==> config.mk <==
export PLATFORM = sky130hd
export DESIGN_NAME = sub_bytes_arbiter_flat
export DESIGN_NICKNAME = d
export VERILOG_FILES = /design/src/rtl/sub_bytes_arbiter_if.sv /design/src/rtl/sub_bytes_arbiter.sv /design/src/flat_wrapper.sv
export SDC_FILE = /design/constraint.sdc
export NUM_CORES = 2
export LEC_CHECK = 0
export BUFFER_PORTS_ARGS = -buffer_cell sky130_fd_sc_hd__buf_2
export CAP_MARGIN = 20
export CELL_PAD_IN_SITES_DETAIL_PLACEMENT = 0
export CELL_PAD_IN_SITES_GLOBAL_PLACEMENT = 2
export CORE_ASPECT_RATIO = 2
export CORE_UTILIZATION = 35
export CTS_CLUSTER_DIAMETER = 50
export DETAILED_ROUTE_END_ITERATION = 7
export GPL_TIMING_DRIVEN = 0
export PLACE_DENSITY_LB_ADDON = 0.1
export SYNTH_ARGS = -nofsm -noshare
export SYNTH_HDL_FRONTEND = slang
export SYNTH_SLANG_ARGS = --single-unit
==> constraint.sdc <==
create_clock -name clk_i -period 9.15 [get_ports clk_i]
set_input_delay 0.915 -clock clk_i [delete_from_list [all_inputs] [get_ports clk_i]]
set_output_delay 0.915 -clock clk_i [all_outputs]
set_load 0.05 [all_outputs]
==> src/rtl/sub_bytes_arbiter_if.sv <==
// Request/response bundle between the two SubBytes requesters and the shared arbiter.
interface sub_bytes_arbiter_if #(
  parameter int DATA_LEN = 128,
  parameter int KEY_LEN  = 32
);
  logic                s_valid;
  logic                s_ready;
  logic [DATA_LEN-1:0] s_data;
  logic                k_valid;
  logic                k_ready;
  logic [KEY_LEN-1:0]  k_data;
  logic                s_rsp_valid;
  logic                k_rsp_valid;
  logic [DATA_LEN-1:0] rsp_data;
  logic                busy;
  logic                timeout_err;

  modport master (
    output s_valid, s_data, k_valid, k_data,
    input  s_ready, k_ready, s_rsp_valid, k_rsp_valid, rsp_data, busy, timeout_err
  );

  modport slave (
    input  s_valid, s_data, k_valid, k_data,
    output s_ready, k_ready, s_rsp_valid, k_rsp_valid, rsp_data, busy, timeout_err
  );
endinterface

==> src/rtl/sub_bytes_arbiter.sv <==
// One registered SubBytes block shared round-robin between the round state and the
// key-expansion word, one operation in flight, with a watchdog on the result.
module sub_bytes_sbox (
  input  logic [7:0] a_i,
  output logic [7:0] y_o
);
  localparam logic [2047:0] SBOX = {
    128'h637c777bf26b6fc53001672bfed7ab76, 128'hca82c97dfa5947f0add4a2af9ca472c0,
    128'hb7fd9326363ff7cc34a5e5f171d83115, 128'h04c723c31896059a071280e2eb27b275,
    128'h09832c1a1b6e5aa0523bd6b329e32f84, 128'h53d100ed20fcb15b6acbbe394a4c58cf,
    128'hd0efaafb434d338545f9027f503c9fa8, 128'h51a3408f929d38f5bcb6da2110fff3d2,
    128'hcd0c13ec5f974417c4a77e3d645d1973, 128'h60814fdc222a908846eeb814de5e0bdb,
    128'he0323a0a4906245cc2d3ac629195e479, 128'he7c8376d8dd54ea96c56f4ea657aae08,
    128'hba78252e1ca6b4c6e8dd741f4bbd8b8a, 128'h703eb5664803f60e613557b986c11d9e,
    128'he1f8981169d98e949b1e87e9ce5528df, 128'h8ca1890dbfe6426841992d0fb054bb16
  };

  // Entry 0 sits in the top byte, so the bit offset of entry a is 8*(255-a) = {~a, 3'b0}.
  logic [10:0] idx;
  assign idx = {~a_i, 3'b000};
  assign y_o = SBOX[idx +: 8];
endmodule

module sub_bytes #(
  parameter int DATA_LEN = 128
) (
  input  logic                clk_i,
  input  logic                reset_i,
  input  logic                valid_in_i,
  input  logic [DATA_LEN-1:0] data_in_i,
  output logic                valid_out_o,
  output logic [DATA_LEN-1:0] data_out_o
);
  localparam int NUM_LANES = DATA_LEN / 8;
  localparam int STAGES    = 1;

  logic [NUM_LANES-1:0][7:0] din, sub_d, data_q;
  logic [STAGES:0]           vld_pipe;
  logic                      vld_q;

  assign din      = data_in_i;
  assign vld_pipe = {vld_q, valid_in_i};

  for (genvar l = 0; l < NUM_LANES; l++) begin : g_lane
    sub_bytes_sbox u_sbox (.a_i(din[l]), .y_o(sub_d[l]));
  end

  always_ff @(posedge clk_i) begin
    if (!reset_i) begin
      vld_q  <= 1'b0;
      data_q <= '0;
    end else begin
      vld_q <= vld_pipe[0];
      if (vld_pipe[0]) data_q <= sub_d;
    end
  end

  assign valid_out_o = vld_pipe[STAGES];
  assign data_out_o  = data_q;
endmodule

module sub_bytes_arbiter #(
  parameter int DATA_LEN = 128,
  parameter int KEY_LEN  = 32,
  parameter int TIMEOUT  = 8
) (
  input  logic                 clk_i,
  input  logic                 reset_i,
  sub_bytes_arbiter_if.slave   bus
);
  localparam int            CW      = $clog2(TIMEOUT);
  localparam logic [CW-1:0] CNT_MAX = CW'(TIMEOUT - 1);

  typedef enum logic [1:0] {IDLE, ISSUE, WAIT} state_e;
  typedef enum logic       {OWN_S, OWN_K}      owner_e;

  typedef struct packed {
    owner_e              owner;
    logic [DATA_LEN-1:0] data;
  } op_t;

  state_e              state_q, state_d;
  owner_e              last_q, last_d;
  op_t                 op_q, op_d;
  logic [CW-1:0]       cnt_q, cnt_d;
  logic [DATA_LEN-1:0] rsp_data_q, rsp_data_d;
  logic                s_rsp_q, s_rsp_d, k_rsp_q, k_rsp_d, to_q, to_d;
  logic                grant_s, grant_k;
  logic                sb_vld_in, sb_vld_out;
  logic [DATA_LEN-1:0] sb_data_out;

  sub_bytes #(.DATA_LEN(DATA_LEN)) u_sub_bytes (
    .clk_i       (clk_i),
    .reset_i     (reset_i),
    .valid_in_i  (sb_vld_in),
    .data_in_i   (op_q.data),
    .valid_out_o (sb_vld_out),
    .data_out_o  (sb_data_out)
  );

  always_comb begin
    state_d    = state_q;
    last_d     = last_q;
    op_d       = op_q;
    cnt_d      = cnt_q;
    rsp_data_d = rsp_data_q;
    s_rsp_d    = 1'b0;
    k_rsp_d    = 1'b0;
    to_d       = 1'b0;
    grant_s    = 1'b0;
    grant_k    = 1'b0;
    sb_vld_in  = 1'b0;
    case (state_q)
      IDLE: begin
        // Readies are held low while reset is asserted so nothing looks accepted.
        grant_s = reset_i && bus.s_valid && (!bus.k_valid || last_q == OWN_K);
        grant_k = reset_i && bus.k_valid && (!bus.s_valid || last_q == OWN_S);
        if (grant_s) begin
          op_d    = '{owner: OWN_S, data: bus.s_data};
          last_d  = OWN_S;
          state_d = ISSUE;
        end else if (grant_k) begin
          op_d    = '{owner: OWN_K, data: {{(DATA_LEN-KEY_LEN){1'b0}}, bus.k_data}};
          last_d  = OWN_K;
          state_d = ISSUE;
        end
      end
      ISSUE: begin
        sb_vld_in = 1'b1;
        cnt_d     = '0;
        state_d   = WAIT;
      end
      WAIT: begin
        // A result landing on the watchdog's last cycle still wins.
        if (sb_vld_out) begin
          rsp_data_d = sb_data_out;
          s_rsp_d    = (op_q.owner == OWN_S);
          k_rsp_d    = (op_q.owner == OWN_K);
          state_d    = IDLE;
        end else if (cnt_q == CNT_MAX) begin
          to_d    = 1'b1;
          state_d = IDLE;
        end else begin
          cnt_d = cnt_q + 1'b1;
        end
      end
      default: state_d = IDLE;
    endcase
  end

  always_ff @(posedge clk_i) begin
    if (!reset_i) begin
      state_q    <= IDLE;
      last_q     <= OWN_K;
      op_q       <= '{owner: OWN_S, data: '0};
      cnt_q      <= '0;
      rsp_data_q <= '0;
      s_rsp_q    <= 1'b0;
      k_rsp_q    <= 1'b0;
      to_q       <= 1'b0;
    end else begin
      state_q    <= state_d;
      last_q     <= last_d;
      op_q       <= op_d;
      cnt_q      <= cnt_d;
      rsp_data_q <= rsp_data_d;
      s_rsp_q    <= s_rsp_d;
      k_rsp_q    <= k_rsp_d;
      to_q       <= to_d;
    end
  end

  assign bus.s_ready     = grant_s;
  assign bus.k_ready     = grant_k;
  assign bus.s_rsp_valid = s_rsp_q;
  assign bus.k_rsp_valid = k_rsp_q;
  assign bus.rsp_data    = rsp_data_q;
  assign bus.busy        = (state_q != IDLE);
  assign bus.timeout_err = to_q;
endmodule
==> src/flat_wrapper.sv <==
// flat-port wrapper written by rule: the top's interface ports become plain ports
module sub_bytes_arbiter_flat 
#(
  parameter int DATA_LEN = 128,
  parameter int KEY_LEN  = 32,
  parameter int TIMEOUT  = 8
)
  (clk_i, reset_i, bus_s_valid, bus_s_data, bus_k_valid, bus_k_data, bus_s_ready, bus_k_ready, bus_s_rsp_valid, bus_k_rsp_valid, bus_rsp_data, bus_busy, bus_timeout_err);
  sub_bytes_arbiter_if #(.DATA_LEN(DATA_LEN), .KEY_LEN(KEY_LEN)) bus_i ();
  input  logic clk_i;
  input  logic reset_i;
  input wire logic [$bits(bus_i.s_valid)-1:0] bus_s_valid;
  input wire logic [$bits(bus_i.s_data)-1:0] bus_s_data;
  input wire logic [$bits(bus_i.k_valid)-1:0] bus_k_valid;
  input wire logic [$bits(bus_i.k_data)-1:0] bus_k_data;
  output wire logic [$bits(bus_i.s_ready)-1:0] bus_s_ready;
  output wire logic [$bits(bus_i.k_ready)-1:0] bus_k_ready;
  output wire logic [$bits(bus_i.s_rsp_valid)-1:0] bus_s_rsp_valid;
  output wire logic [$bits(bus_i.k_rsp_valid)-1:0] bus_k_rsp_valid;
  output wire logic [$bits(bus_i.rsp_data)-1:0] bus_rsp_data;
  output wire logic [$bits(bus_i.busy)-1:0] bus_busy;
  output wire logic [$bits(bus_i.timeout_err)-1:0] bus_timeout_err;
  assign bus_i.s_valid = bus_s_valid;
  assign bus_i.s_data = bus_s_data;
  assign bus_i.k_valid = bus_k_valid;
  assign bus_i.k_data = bus_k_data;
  assign bus_s_ready = bus_i.s_ready;
  assign bus_k_ready = bus_i.k_ready;
  assign bus_s_rsp_valid = bus_i.s_rsp_valid;
  assign bus_k_rsp_valid = bus_i.k_rsp_valid;
  assign bus_rsp_data = bus_i.rsp_data;
  assign bus_busy = bus_i.busy;
  assign bus_timeout_err = bus_i.timeout_err;
  sub_bytes_arbiter #(.DATA_LEN(DATA_LEN), .KEY_LEN(KEY_LEN), .TIMEOUT(TIMEOUT)) u_core (.clk_i(clk_i), .reset_i(reset_i), .bus(bus_i));
endmodule
==> out/qor.txt, run 1 <==
outcome - stopped before the end
Stop stage - global routing (5_1_grt)
error msg - [ERROR GRT-0116] Global routing finished with congestion. Check the congestion regions in the DRC Viewer.
synth cell count leaders - nand2_1 (1,163), o21ai_0 (996), a21oi_1 (911)
die width - 312 um
Starting Density - 0.352
Synth Instances - 10,400
GRT Overall Usage - 0.731
total global routing overflow - 4,014
largest net degree at the start of global routing - 17
CTS resizes - 0
Mapped Area - 0.0673 sq mm
row count - 227
DP Wirelength - 441,000 um
Die Y-Extent - 622 um
CTS root buffer - clkbuf_16
port buffer count - 297
top cells by area, synth - dfxtp_1 (12%), o21ai_0 (7.4%), a21oi_1 (6.8%), nand2_1 (6.5%), ha_1 (4.5%)
Ys Warns - 0
hold buffers post-CTS - 0
EDFF count, synth - 0
first-pass GRT wire length - 1,080,000 um
post-synth cell types - 95
number of global-route vias before repair - 120,000
top-count cell post-synth - nand2_1
I/O pins - 298
net count after synthesis - 10,800
H-tree depth - 2
cell taking the most area after synthesis - dfxtp_1
Seq/Total Area, Yosys - 0.118
Yosys top cell area share - 0.118
Synth Flop Type - dfxtp_1
number of buffers created by CTS - 60
Setup Fix Bufs, Post-CTS - 0
clock tree buffer depth - 3
CTS sink cnt - 395
Syn Area/Cell - 6.47 sq um
FFs w/ async S/R, synth - 0
Yosys reg bits - 395
Inst Count DP - 13,300
routability congestion estimate - 1.32
## per-stage QoR
step           area (sq um)  hold WS (ps)  setup slack, ps
2_1_floorplan         67300           404             5690
3_3_place_gp          71900           421             3220
3_5_place_dp          72400           425             3330
4_1_cts               74500           385             3350
## layer usage
| metal | overflow | track usage |
|---|---|---|
| met5 | 2 | 0.171 |
| met4 | 1306 | 0.706 |
| met3 | 61 | 0.548 |
| met2 | 2606 | 0.927 |
| met1 | 39 | 0.739 |
## logic make-up after synthesis
| family | count (synthesis) | share of synthesized area |
|---|---|---|
| AO/OA/AOI/OAI | 4262 | 0.421 |
| AND/OR/NAND/NOR | 3822 | 0.273 |
| flip-flops | 395 | 0.118 |
| XOR/XNOR | 33 | 0.00430 |
| multiplexers | 213 | 0.0495 |
| adder cells (fa/ha/maj) | 246 | 0.0456 |
| buffers and inverters | 1430 | 0.0892 |
==> inputs of run 2 (changes only) <==
CELL_PAD_IN_SITES_DETAIL_PLACEMENT = unset   (was 0)
CELL_PAD_IN_SITES_GLOBAL_PLACEMENT = unset   (was 2)
CORE_ASPECT_RATIO = unset   (was 2)
CORE_UTILIZATION = 20   (was 35)
CTS_CLUSTER_DIAMETER = unset   (was 50)
PLACE_DENSITY_LB_ADDON = 0.15   (was 0.1)
==> out/qor.txt, run 2 <==
outcome - complete, but fails checks
failing checks - DRC
Worst path max stage delay - 810 ps
post-synth cell types - 95
crit-path cells - clkbuf_1 -> clkbuf_1 -> inv_1 -> ha_1 -> clkbuf_1 -> nor3b_1 -> nor3_1 -> nor2_1 -> a221oi_1 -> a21oi_1 -> a31oi_1 -> a22o_1
PD cells - 136 mW/mm^2
layout cell share with drive strength beyond 1 - 0.109
port buffer count - 297
Tot Pwr - 10.5 mW
WL met2 - 244,000 um
hold buffers post-CTS - 0
clk_lat worst skew - 830 ps
cell taking the most area after synthesis - dfxtp_1
critical path launch point type - flip-flop
Layout area overhead - 15.7%
mean routed wirelength per cell - 39.6 um
net count after synthesis - 10,800
First-pass DRT Iterations - 8
largest reg by FF count - u_core.op_q
number of global-route vias before repair - 94,500
max cap viols - 0
first-pass GRT wire length - 821,000 um
Yosys reg bits - 395
I/O pins - 298
CTS root buffer - clkbuf_16
die area - 0.339 sq mm
Syn Area/Cell - 6.47 sq um
die width - 582 um
top sig layer - met5
Post-Route WL - 605,000 um
via/cell ratio - 6.55
critical path's most frequent cell - clkbuf_1
routability congestion estimate - 1.05
Final Util - 0.233
CTS resizes - 0
Synth Instances - 10,400
FFs w/ async S/R, synth - 0
CTS tree - done
largest net degree at the start of global routing - 17
Starting Density - 0.201
skew final - 49.4 ps
M1 wire length - 240,000 um
Die Y-Extent - 582 um
setup_tns - 0 ps
Ys Warns - 0
Critical Path End Type - flip-flop
Worst EP required - 9890 ps
Final Max Slew Viols - 0
overall via count from detail_route - 100,000
switching fraction of total power - 0.512
Nets - 11,200
Hold Violations, Final - 0
synth cell count leaders - nand2_1 (1,163), o21ai_0 (996), a21oi_1 (911)
DP Wirelength - 450,000 um
Synth Flop Type - dfxtp_1
Fmax - 176 MHz
row count - 212
top cells by area, synth - dfxtp_1 (12%), o21ai_0 (7.4%), a21oi_1 (6.8%), nand2_1 (6.5%), ha_1 (4.5%)
most common cell after layout, fill and taps aside - nand2_1
Mapped Area - 0.0673 sq mm
Rel. slew slack - 0.174
Final setup violation count - 0
Arrival @ worst endpoint - 6430 ps
Clock transition at path regs - 60 ps
cell family with most CP delay - buffers and inverters
Worst-Margin Slew - 1230 ps
internal power - 5.15 mW
most frequent cells in the layout - nand2_1 (1,163), o21ai_0 (996), a21oi_1 (911)
CTS sink cnt - 395
Critical Path Slowest Stage Cell - dfxtp_1
initial antenna violation count - 50
total global routing overflow - 0
number of buffers created by CTS - 71
RSZ-0062 raised after global routing - no
Final period util - 0.622
top-count cell post-synth - nand2_1
clock tree buffer depth - 4
Hold Crit Class - in2reg
Crit Path Max Fanout - 16
Largest register FFs - 129
CP Buf/Inv Count - 4
worst vdd ir - 117 uV
GRT Overall Usage - 0.339
initial detailed-routing violation count - 17,000
core area - 0.334 sq mm
Setup Fix Bufs, Post-CTS - 0
Clock Power Share - 0.287
Flop pwr share - 0.185
Logic pwr share - 0.528
Final min period - 5690 ps
metal3 WL - 73,700 um
Post-DRT Antenna Nets - 0
DRC errors left - 15
EDFF count, synth - 0
Pleak - 26.6 nW
NetSw - 5.40 mW
Seq/Total Area, Yosys - 0.118
worst setup path category - reg2reg
H-tree depth - 3
Yosys top cell area share - 0.118
-- run 2: cell counts after synthesis --
Identical to the previous run, type by type.
-- run 2: kinds of logic after synthesis --
| logic type | share of synthesized area |
|---|---|
| AND/OR/NAND/NOR | 0.273 |
| multiplexers | 0.0495 |
| AO/OA/AOI/OAI | 0.421 |
| buffers and inverters | 0.0892 |
| XOR/XNOR | 0.00430 |
| adder cells (fa/ha/maj) | 0.0456 |
| flip-flops | 0.118 |
-- run 2: path summary, 6_finish.rpt --
| kind | startpoint | endpoint | slack [ps] | depth (start not counted) |
|---|---|---|---|---|
| worst max-delay path | u_core.op_q[17]$_SDFFE_PN0P_ | u_core.u_sub_bytes.data_out_o[22]$_SDFFE_PN0P_ | 3460 | 12 |
| worst min register to register | u_core.u_sub_bytes.data_out_o[53]$_SDFFE_PN0P_ | u_core.bus.rsp_data[53]$_SDFFE_PN0P_ | 440 | 2 |
| worst max register to register | u_core.op_q[17]$_SDFFE_PN0P_ | u_core.u_sub_bytes.data_out_o[22]$_SDFFE_PN0P_ | 3460 | 12 |
| worst min-delay path | bus_s_data[113] | u_core.op_q[113]$_SDFFE_PN0P_ | 340 | 3 |
-- run 2: worst reg2reg max path, stage by stage, from the launching register on --
cell and delay [ps]:
dfxtp_1 810, clkbuf_1 540, clkbuf_1 710, inv_1 570, ha_1 420, clkbuf_1 410
nor3b_1 800, nor3_1 140, nor2_1 270, a221oi_1 150, a21oi_1 390, a31oi_1 170
a22o_1 250
-- run 2: power groups by stage --
stage	combinational [mW]	clock, mW	sequential, mW
final	5.57	3.03	1.95
after global routing	5.62	3.17	1.96
after CTS	5.23	3.12	1.95
after detailed placement	5.21	0	1.98
after global placement	5.38	0	1.98
after floorplan	2.84	0	1.93
-- run 2: cell type report --
cell class / count / area, sq um
inverter: 168 / 631
buffer: 1262 / 5430
fill: 38900 / 256000
clock buffer: 85 / 1930
antenna: 22 / 55.1
sequential: 395 / 7910
tap: 4387 / 5490
clock inverter: 36 / 531
timing repair buffer: 354 / 2460
multi-input combinational: 8576 / 53400
-- run 2: layer usage --
layer,vias to the layer above,global-route usage
met1,49100,0.438
met2,8857,0.493
met4,32,0.205
met3,2146,0.0990
li1,40000,-
met5,-,0
-- run 2: per-stage QoR --
step | setup slack, ps | std cells | area, sq um | hold WS [ps]
detailed placement | 3650 | 15100 | 75300 | 443
CTS | 3620 | 15300 | 77700 | 287
floorplan | 5690 | 10400 | 67300 | 404
finish | 3460 | 15300 | 77800 | 344
global placement | 1970 | 15100 | 74300 | 442
global route | 3280 | 15300 | 77800 | 333
Power figures use the tool's default switching activity.
